**config.mk**
```make
export PLATFORM = sky130hd
export DESIGN_NAME = ins_fetch_ctrl
export DESIGN_NICKNAME = d
export VERILOG_FILES = /design/src/rtl/ins_fetch_ctrl.sv
export SDC_FILE = /design/constraint.sdc
export NUM_CORES = 1
export LEC_CHECK = 0
export BUFFER_PORTS_ARGS = -buffer_cell sky130_fd_sc_hd__buf_2
export CAP_MARGIN = 0
export CORE_ASPECT_RATIO = 0.8
export CORE_MARGIN = 8
export CORE_UTILIZATION = 55
export CTS_CLUSTER_SIZE = 8
export DETAILED_ROUTE_END_ITERATION = 10
export PLACE_DENSITY = 0.9
export SLEW_MARGIN = 20
export SYNTH_ARGS = -nofsm -noshare
export SYNTH_HDL_FRONTEND = slang
export SYNTH_SLANG_ARGS = --single-unit
```
**constraint.sdc**
```tcl
create_clock -name clk_i -period 6.3 [get_ports clk_i]
set_clock_uncertainty 0.15 [all_clocks]
set_input_delay 1.575 -clock clk_i [delete_from_list [all_inputs] [get_ports clk_i]]
set_output_delay 1.575 -clock clk_i [all_outputs]
set_load 0.05 [all_outputs]
```
**src/rtl/ins_fetch_ctrl.sv**
```systemverilog
// Instruction fetch sequencer: owns the PC, drives the registered ROM address and assembles
// 1- or 2-word instructions for decode over a valid/ready handshake.
module ins_fetch_ctrl #(
  parameter int unsigned      AddrW    = 16,
  parameter int unsigned      DataW    = 16,
  parameter logic [AddrW-1:0] ResetPc  = '0,
  parameter logic [AddrW-1:0] LastAddr = 16'h0008
) (
  input  logic             clk_i,
  input  logic             rst_ni,
  input  logic             start_i,
  output logic [AddrW-1:0] rom_addr_o,
  input  logic [AddrW-1:0] rom_addr_in_i,
  input  logic [DataW-1:0] rom_data_i,
  input  logic             redir_valid_i,
  input  logic [AddrW-1:0] redir_pc_i,
  output logic             instr_valid_o,
  input  logic             dec_ready_i,
  output logic [DataW-1:0] instr_w0_o,
  output logic [DataW-1:0] instr_w1_o,
  output logic [1:0]       instr_len_o,
  output logic [AddrW-1:0] instr_pc_o,
  output logic             busy_o,
  output logic             done_o,
  output logic             err_o
);

  typedef enum logic [2:0] {StIdle, StA1, StD1, StA2, StD2, StIssue, StDone} state_e;

  state_e           state_q, state_d;
  logic [AddrW-1:0] pc_q, pc_d;
  logic [AddrW-1:0] rom_addr_q, rom_addr_d;
  logic [AddrW-1:0] instr_pc_q, instr_pc_d;
  logic [DataW-1:0] w0_q, w0_d;
  logic [DataW-1:0] w1_q, w1_d;
  logic [1:0]       len_q, len_d;
  logic             err_q, err_d;

  logic             is_two;
  logic             echo_bad;
  logic             redir_take;
  logic [AddrW:0]   npc_ext;

  assign is_two     = (rom_data_i[13:12] == 2'b10);
  assign echo_bad   = (rom_addr_in_i != rom_addr_q);
  assign redir_take = redir_valid_i && (state_q != StIdle);
  // One extra bit so a wrap past the top of the address space reads as "beyond LastAddr".
  assign npc_ext    = {1'b0, pc_q} + {{(AddrW-1){1'b0}}, len_q};

  always_comb begin
    state_d    = state_q;
    pc_d       = pc_q;
    rom_addr_d = rom_addr_q;
    instr_pc_d = instr_pc_q;
    w0_d       = w0_q;
    w1_d       = w1_q;
    len_d      = len_q;
    err_d      = err_q;

    if (redir_take) begin
      pc_d       = redir_pc_i;
      rom_addr_d = redir_pc_i;
      state_d    = (redir_pc_i > LastAddr) ? StDone : StA1;
    end else begin
      unique case (state_q)
        StIdle: begin
          if (start_i) begin
            rom_addr_d = pc_q;
            state_d    = StA1;
          end
        end
        StA1: state_d = StD1;
        StD1: begin
          w0_d       = rom_data_i;
          instr_pc_d = pc_q;
          if (echo_bad) err_d = 1'b1;
          if (is_two) begin
            if (pc_q < LastAddr) begin
              rom_addr_d = pc_q + AddrW'(1);
              state_d    = StA2;
            end else begin
              err_d   = 1'b1;
              state_d = StDone;
            end
          end else begin
            w1_d    = '0;
            len_d   = 2'd1;
            state_d = StIssue;
          end
        end
        StA2: state_d = StD2;
        StD2: begin
          w1_d    = rom_data_i;
          len_d   = 2'd2;
          if (echo_bad) err_d = 1'b1;
          state_d = StIssue;
        end
        StIssue: begin
          if (dec_ready_i) begin
            if (npc_ext > {1'b0, LastAddr}) begin
              state_d = StDone;
            end else begin
              pc_d       = npc_ext[AddrW-1:0];
              rom_addr_d = npc_ext[AddrW-1:0];
              state_d    = StA1;
            end
          end
        end
        StDone: begin
          if (start_i) begin
            pc_d       = ResetPc;
            rom_addr_d = ResetPc;
            err_d      = 1'b0;
            state_d    = StA1;
          end
        end
        default: state_d = StIdle;
      endcase
    end
  end

  always_ff @(posedge clk_i or negedge rst_ni) begin
    if (!rst_ni) begin
      state_q    <= StIdle;
      pc_q       <= ResetPc;
      rom_addr_q <= ResetPc;
      instr_pc_q <= '0;
      w0_q       <= '0;
      w1_q       <= '0;
      len_q      <= '0;
      err_q      <= 1'b0;
    end else begin
      state_q    <= state_d;
      pc_q       <= pc_d;
      rom_addr_q <= rom_addr_d;
      instr_pc_q <= instr_pc_d;
      w0_q       <= w0_d;
      w1_q       <= w1_d;
      len_q      <= len_d;
      err_q      <= err_d;
    end
  end

  assign rom_addr_o    = rom_addr_q;
  assign instr_valid_o = (state_q == StIssue);
  assign instr_w0_o    = w0_q;
  assign instr_w1_o    = w1_q;
  assign instr_len_o   = len_q;
  assign instr_pc_o    = instr_pc_q;
  assign busy_o        = (state_q == StA1) || (state_q == StD1) || (state_q == StA2) ||
                         (state_q == StD2) || (state_q == StIssue);
  assign done_o        = (state_q == StDone);
  assign err_o         = err_q;

endmodule

```
Word level (Yosys, flattened, before mapping)
Index checks and enable logic that the tools add are counted.
- bitwise operators: 1
- add/sub/neg operators: 2
- equality and inequality tests: 17
- multiplexer cells: 27
- magnitude comparators: 3
- reduce and logical (&&, ||, !) cells: 18
- operators with widths (kind ; count):
    $mux W16 ; 9
    $pmux W16 S2 ; 2
    $pmux W16 S4 ; 1
    $mux W3 ; 7
    $pmux W3 S6 ; 1
    $add A16 B2 Y17 ; 1
    $gt A17 B4 Y1 const B ; 1
    $add A16 B1 Y16 const B ; 1
    $gt A16 B4 Y1 const B ; 1
    $lt A16 B4 Y1 const B ; 1
    $ne A16 B16 Y1 ; 1
    $ne A3 B3 Y1 const B ; 4
    $eq A3 B3 Y1 const B ; 3
    $reduce_bool A3 Y1 ; 3
    $reduce_and A7 Y1 ; 1
    $eq A3 B2 Y1 const B ; 2
    $ne A3 B1 Y1 const B ; 2
    $reduce_and A3 Y1 ; 2
    $reduce_bool A5 Y1 ; 1
    $logic_or A1 B1 Y1 ; 4
    $mux W1 ; 4
    $ne A2 B2 Y1 const B ; 2
    $pmux W2 S2 ; 1
    $reduce_and A2 Y1 ; 2
    11 further kinds ; 11
- word-level logic and storage cells: 76
- output and inout bits: 70
- input port bits: 53
- bits in registers: 86

Logic depth before layout (Yosys ltp)
- word-level depth: 6
- depth in mapped cells: 13
- depth with buffers taken out: 10

Least setup slack after synthesis
OpenSTA, ideal clock, no wires.
- kind: reg-to-reg
- start point: reg len_q[0] (netlist: instr_len_o[0])
- end point: reg rom_addr_q[10] (netlist: rom_addr_o[10])
- data required time: 6.025 ns
- period minus slack after synthesis: 3.783 ns
- arrival time: 3.508 ns
- library setup time: 0.125 ns
- path buffers: 2
- stages on the path, launching flop included: 12
- slack: 2.517 ns
- cells stage by stage: dfrtp_1 -> ha_1 -> fa_1 -> or4_1 -> a2bb2oi_1 -> a21oi_1 -> nor4_4 -> a21oi_2 -> o32a_1 -> buf_2 -> buf_6 -> mux2_4
- cells in the longest elaborated chain, start to end: 5
- elaborated cells on any way between the ends: 8
- classes of those cells: add/sub (1); order compare (1); eq/ne (1); mux (4); reduce/logical (1)
- RTL lines (item ; line ; RTL):
    start: declaration ; 36 ; logic [1:0] len_q, len_d;
    start signal: assignment ; 139 ; len_q <= len_d;
    $add A16 B2 Y17 (*) ; 48 ; assign npc_ext = {1'b0, pc_q} + {{(AddrW-1){1'b0}}, len_q};
    parallel branches: the longest is 4 deep, another holds $gt A17 B4 Y1 ; - ;
    end signal: assignment ; 126 ; rom_addr_q <= ResetPc;
    end signal: assignment ; 135 ; rom_addr_q <= rom_addr_d;
    end: declaration ; 32 ; logic [AddrW-1:0] rom_addr_q, rom_addr_d;
Mark *: on every way between the ends. The select of a mux whose other input is x is not followed.
A chain may end at the register's enable or synchronous reset.

Final worst setup path
- start point: reg state_q[2]
- end point: out instr_valid_o
- cells in the longest elaborated chain, start to end: 1
- RTL lines (item ; line ; RTL):
    start: declaration ; 30 ; state_e state_q, state_d;
    start signal: assignment ; 124 ; state_q <= StIdle;
    start signal: assignment ; 133 ; state_q <= state_d;
    $eq A3 B3 Y1 ; 145 ; assign instr_valid_o = (state_q == StIssue);
    end: declaration ; 17 ; output logic instr_valid_o,
Every way passes these cells.

==> results.json <==
{
  "dr_total_vias": 4721,
  "pin_count": 123,
  "worstHoldStart": "instr_w1_o[9]$_DFFE_PN0P_",
  "diodes": 0,
  "vdd_drop_max_uv": 446.6,
  "grt_pass1_wl_um": 24250,
  "clk_pin_slew_ns": 0.09,
  "numPortBuffers": 122,
  "r2r_slack_ns": 2.26,
  "rsz0062_at_grt": "no",
  "timing.rr.end": "rom_addr_o[5]$_DFFE_PN0P_",
  "drv_slew": 0,
  "cts_resized": 0,
  "track_usage": 0.2494,
  "drt-total-wl_um": 15290,
  "dp_hpwl_um": 11150,
  "whs_path_depth": 1,
  "synth_area_leaders": "dfrtp_1 44%, mux2_2 7.8%, nand2_1 3.9%, nor2_1 3.4%, xor2_1 3.4%",
  "drtPass1Iterations": 8,
  "period_needed_ns": 4.422,
  "drc": 0,
  "setup_viol": 0,
  "cp-start-kind": "register",
  "dieArea_um2": 12280,
  "clock-root-buffer": "clkbuf_8",
  "synth_commonest_cells": "86 x dfrtp_1, 51 x nand2_1, 45 x nor2_1, 34 x mux2_2, 32 x clkbuf_1",
  "ys_seq_area_frac": 0.4360,
  "nets": 674,
  "start_util": 0.5557,
  "synthFlopType": "dfrtp_1",
  "tightest_slew_ns": 0.9944,
  "timing.fmax_mhz": 226.2,
  "syn_nets": 575,
  "synth_cells": 518,
  "numCtsBuffers": 9,
  "finalSetupTns_ns": 0,
  "synth.most_common_cell": "dfrtp_1",
  "relSlewSlack": 0.3371,
  "cts_post_setup_buffers_inserted": 0,
  "cts_sinks": 86,
  "grt_max_degree": 87,
  "utilization": 0.6550,
  "ant_nets": 0,
  "hold_viol_final": 0,
  "synth_async_sr_flop_share": 1.000,
  "die_x_um": 121.9,
  "gp_congestion": 0.9523,
  "r2r_cells": 10,
  "power_density_nw_per_um2": 665.6,
  "avgSynthCellArea_um2": 9.529,
  "cts_tree": "done",
  "critPathLaunch": "state_q[2]$_DFFE_PN0P_",
  "grt_pass1_vias": 4592,
  "drv_cap": 0,
  "synth_warnings": 0,
  "cp.required_ns": 4.58,
  "rows": 31,
  "yosysTopAreaCell": "dfrtp_1",
  "drt-vias-per-instance": 6.406,
  "path_class": "register to output port",
  "outcome": "finished, final reports clean",
  "min_period_over_period": 0.7018,
  "synth-seq-cells": 86,
  "synth.distinct_cells": 62,
  "htreeDepth": 3,
  "p_leak_nw": 2.669,
  "synth_area_um2": 4936,
  "arrival_ns": 2.70,
  "clockBufferDepth": 2,
  "wire_per_inst_um": 20.74,
  "die_h_um": 100.7,
  "area_growth_syn_to_layout_pct": 17.87,
  "nFillCells": 725,
  "hp-class": "register to register",
  "clock_latency_ns": 0.37,
  "holdBufCountCts": 0,
  "fp.coreArea_um2": 8882,
  "grt-ovfl-total": 0,
  "synth_edf_count": 0,
  "holdPathEnd": "instr_w1_o[9]$_DFFE_PN0P_",
  "antenna_found_initial": 0,
  "drive_gt1_frac": 0.3103,
  "synth_top_area_share": 0.4360,
  "critPathMaxFanout": 27,
  "endpoint_kind": "output port",
  "drtIter0Drc": 615,
  "rr_startpoint": "pc_q[0]$_DFFE_PN0P_"
}
## layout by cell type, fill, tap and decap left out, types with 4 or more instances in the layout
cell type / count
o31ai_1: 5
nor3_1: 24
nand2b_1: 4
xor2_1: 19
nor4_1: 9
inv_1: 9
dfrtp_1: 86
a21oi_1: 27
a22oi_1: 4
mux2_2: 34
a22o_1: 16
or3_1: 5
o21ai_0: 23
nand2_1: 51
nand4_1: 9
mux2_4: 9
mux2_1: 6
nor2_1: 44
clkbuf_8: 9
a31oi_1: 17
nand3_1: 10
buf_4: 4
and3_1: 7
buf_2: 121
nor2b_1: 6
## worst max path at each step
stage | to | cells past startpoint | slack, ns
finish | instr_valid_o | 3 | 1.88
global route | instr_valid_o | 3 | 1.81
CTS | instr_valid_o | 3 | 2.00
detailed placement | instr_w1_o[10]$_DFFE_PN0P_ | 5 | 2.13
global placement | instr_w1_o[10]$_DFFE_PN0P_ | 5 | 2.31
floorplan | rom_addr_o[10]$_DFFE_PN0P_ | 11 | 2.52
## per-layer routing
layer,part of all wire,vias to the layer above,GRT usage
met1,0.40,2269,0.3246
met3,0.14,44,0.08231
met5,0,-,0
li1,-,2091,-
met2,0.43,317,0.3750
met4,0.028,0,0.09745
## per-stage QoR
step / std cells / hold slack [ns] / cell area (um^2) / setup slack, ns / total power [mW]
6_report: 737 / 0.3563 / 5818 / 1.878 / 3.873
5_1_grt: 737 / 0.3798 / 5818 / 1.812 / 4.072
4_1_cts: 737 / 0.3591 / 5812 / 2.001 / 3.855
3_5_place_dp: 721 / 0.3336 / 5585 / 2.127 / 3.402
3_3_place_gp: 721 / 0.3282 / 5574 / 2.312 / 3.350
2_1_floorplan: 518 / 0.4538 / 4936 / 2.517 / 2.819
## where the power goes
group	leakage, nW	switching, mW	internal, mW
clock	0.117	0.221	0.230
combinational	1.50	1.52	0.701
sequential	1.05	0.380	0.821
## flip-flops by register name (all words and copies together) (netlist names)
name	count
err_o	1
instr_len_o	2
instr_pc_o	16
instr_w0_o	16
instr_w1_o	16
pc_q	16
rom_addr_o	16
state_q	3
## layout make-up
cell class	count	area, um^2	area share
tap	115	143.9	0.02473
clock buffer	9	123.9	0.02129
multi-input combinational	385	2615	0.4495
clock inverter	7	102.6	0.01763
timing repair buffer	126	646.9	0.1112
inverter	9	33.78	0.005806
sequential	86	2152	0.3699
## cells by family (layout without fill, tap and decap cells)
| group | after synthesis | after routing | share of synthesized area |
|---|---|---|---|
| flops | 86 | 86 | 0.4360 |
| compound gates | 123 | 123 | 0.1665 |
| buf+inv | 47 | 151 | 0.03904 |
| xor+xnor | 22 | 22 | 0.03904 |
| simple gates | 184 | 184 | 0.1830 |
| fa+ha+maj | 4 | 4 | 0.01166 |
| mux | 52 | 52 | 0.1247 |
## critical path, cell delays in order, from the launching register on
cell and delay (ns):
dfrtp_1 1.01, nand2_1 0.45, inv_1 0.51, buf_2 0.36
Power figures use the tool's default switching activity.
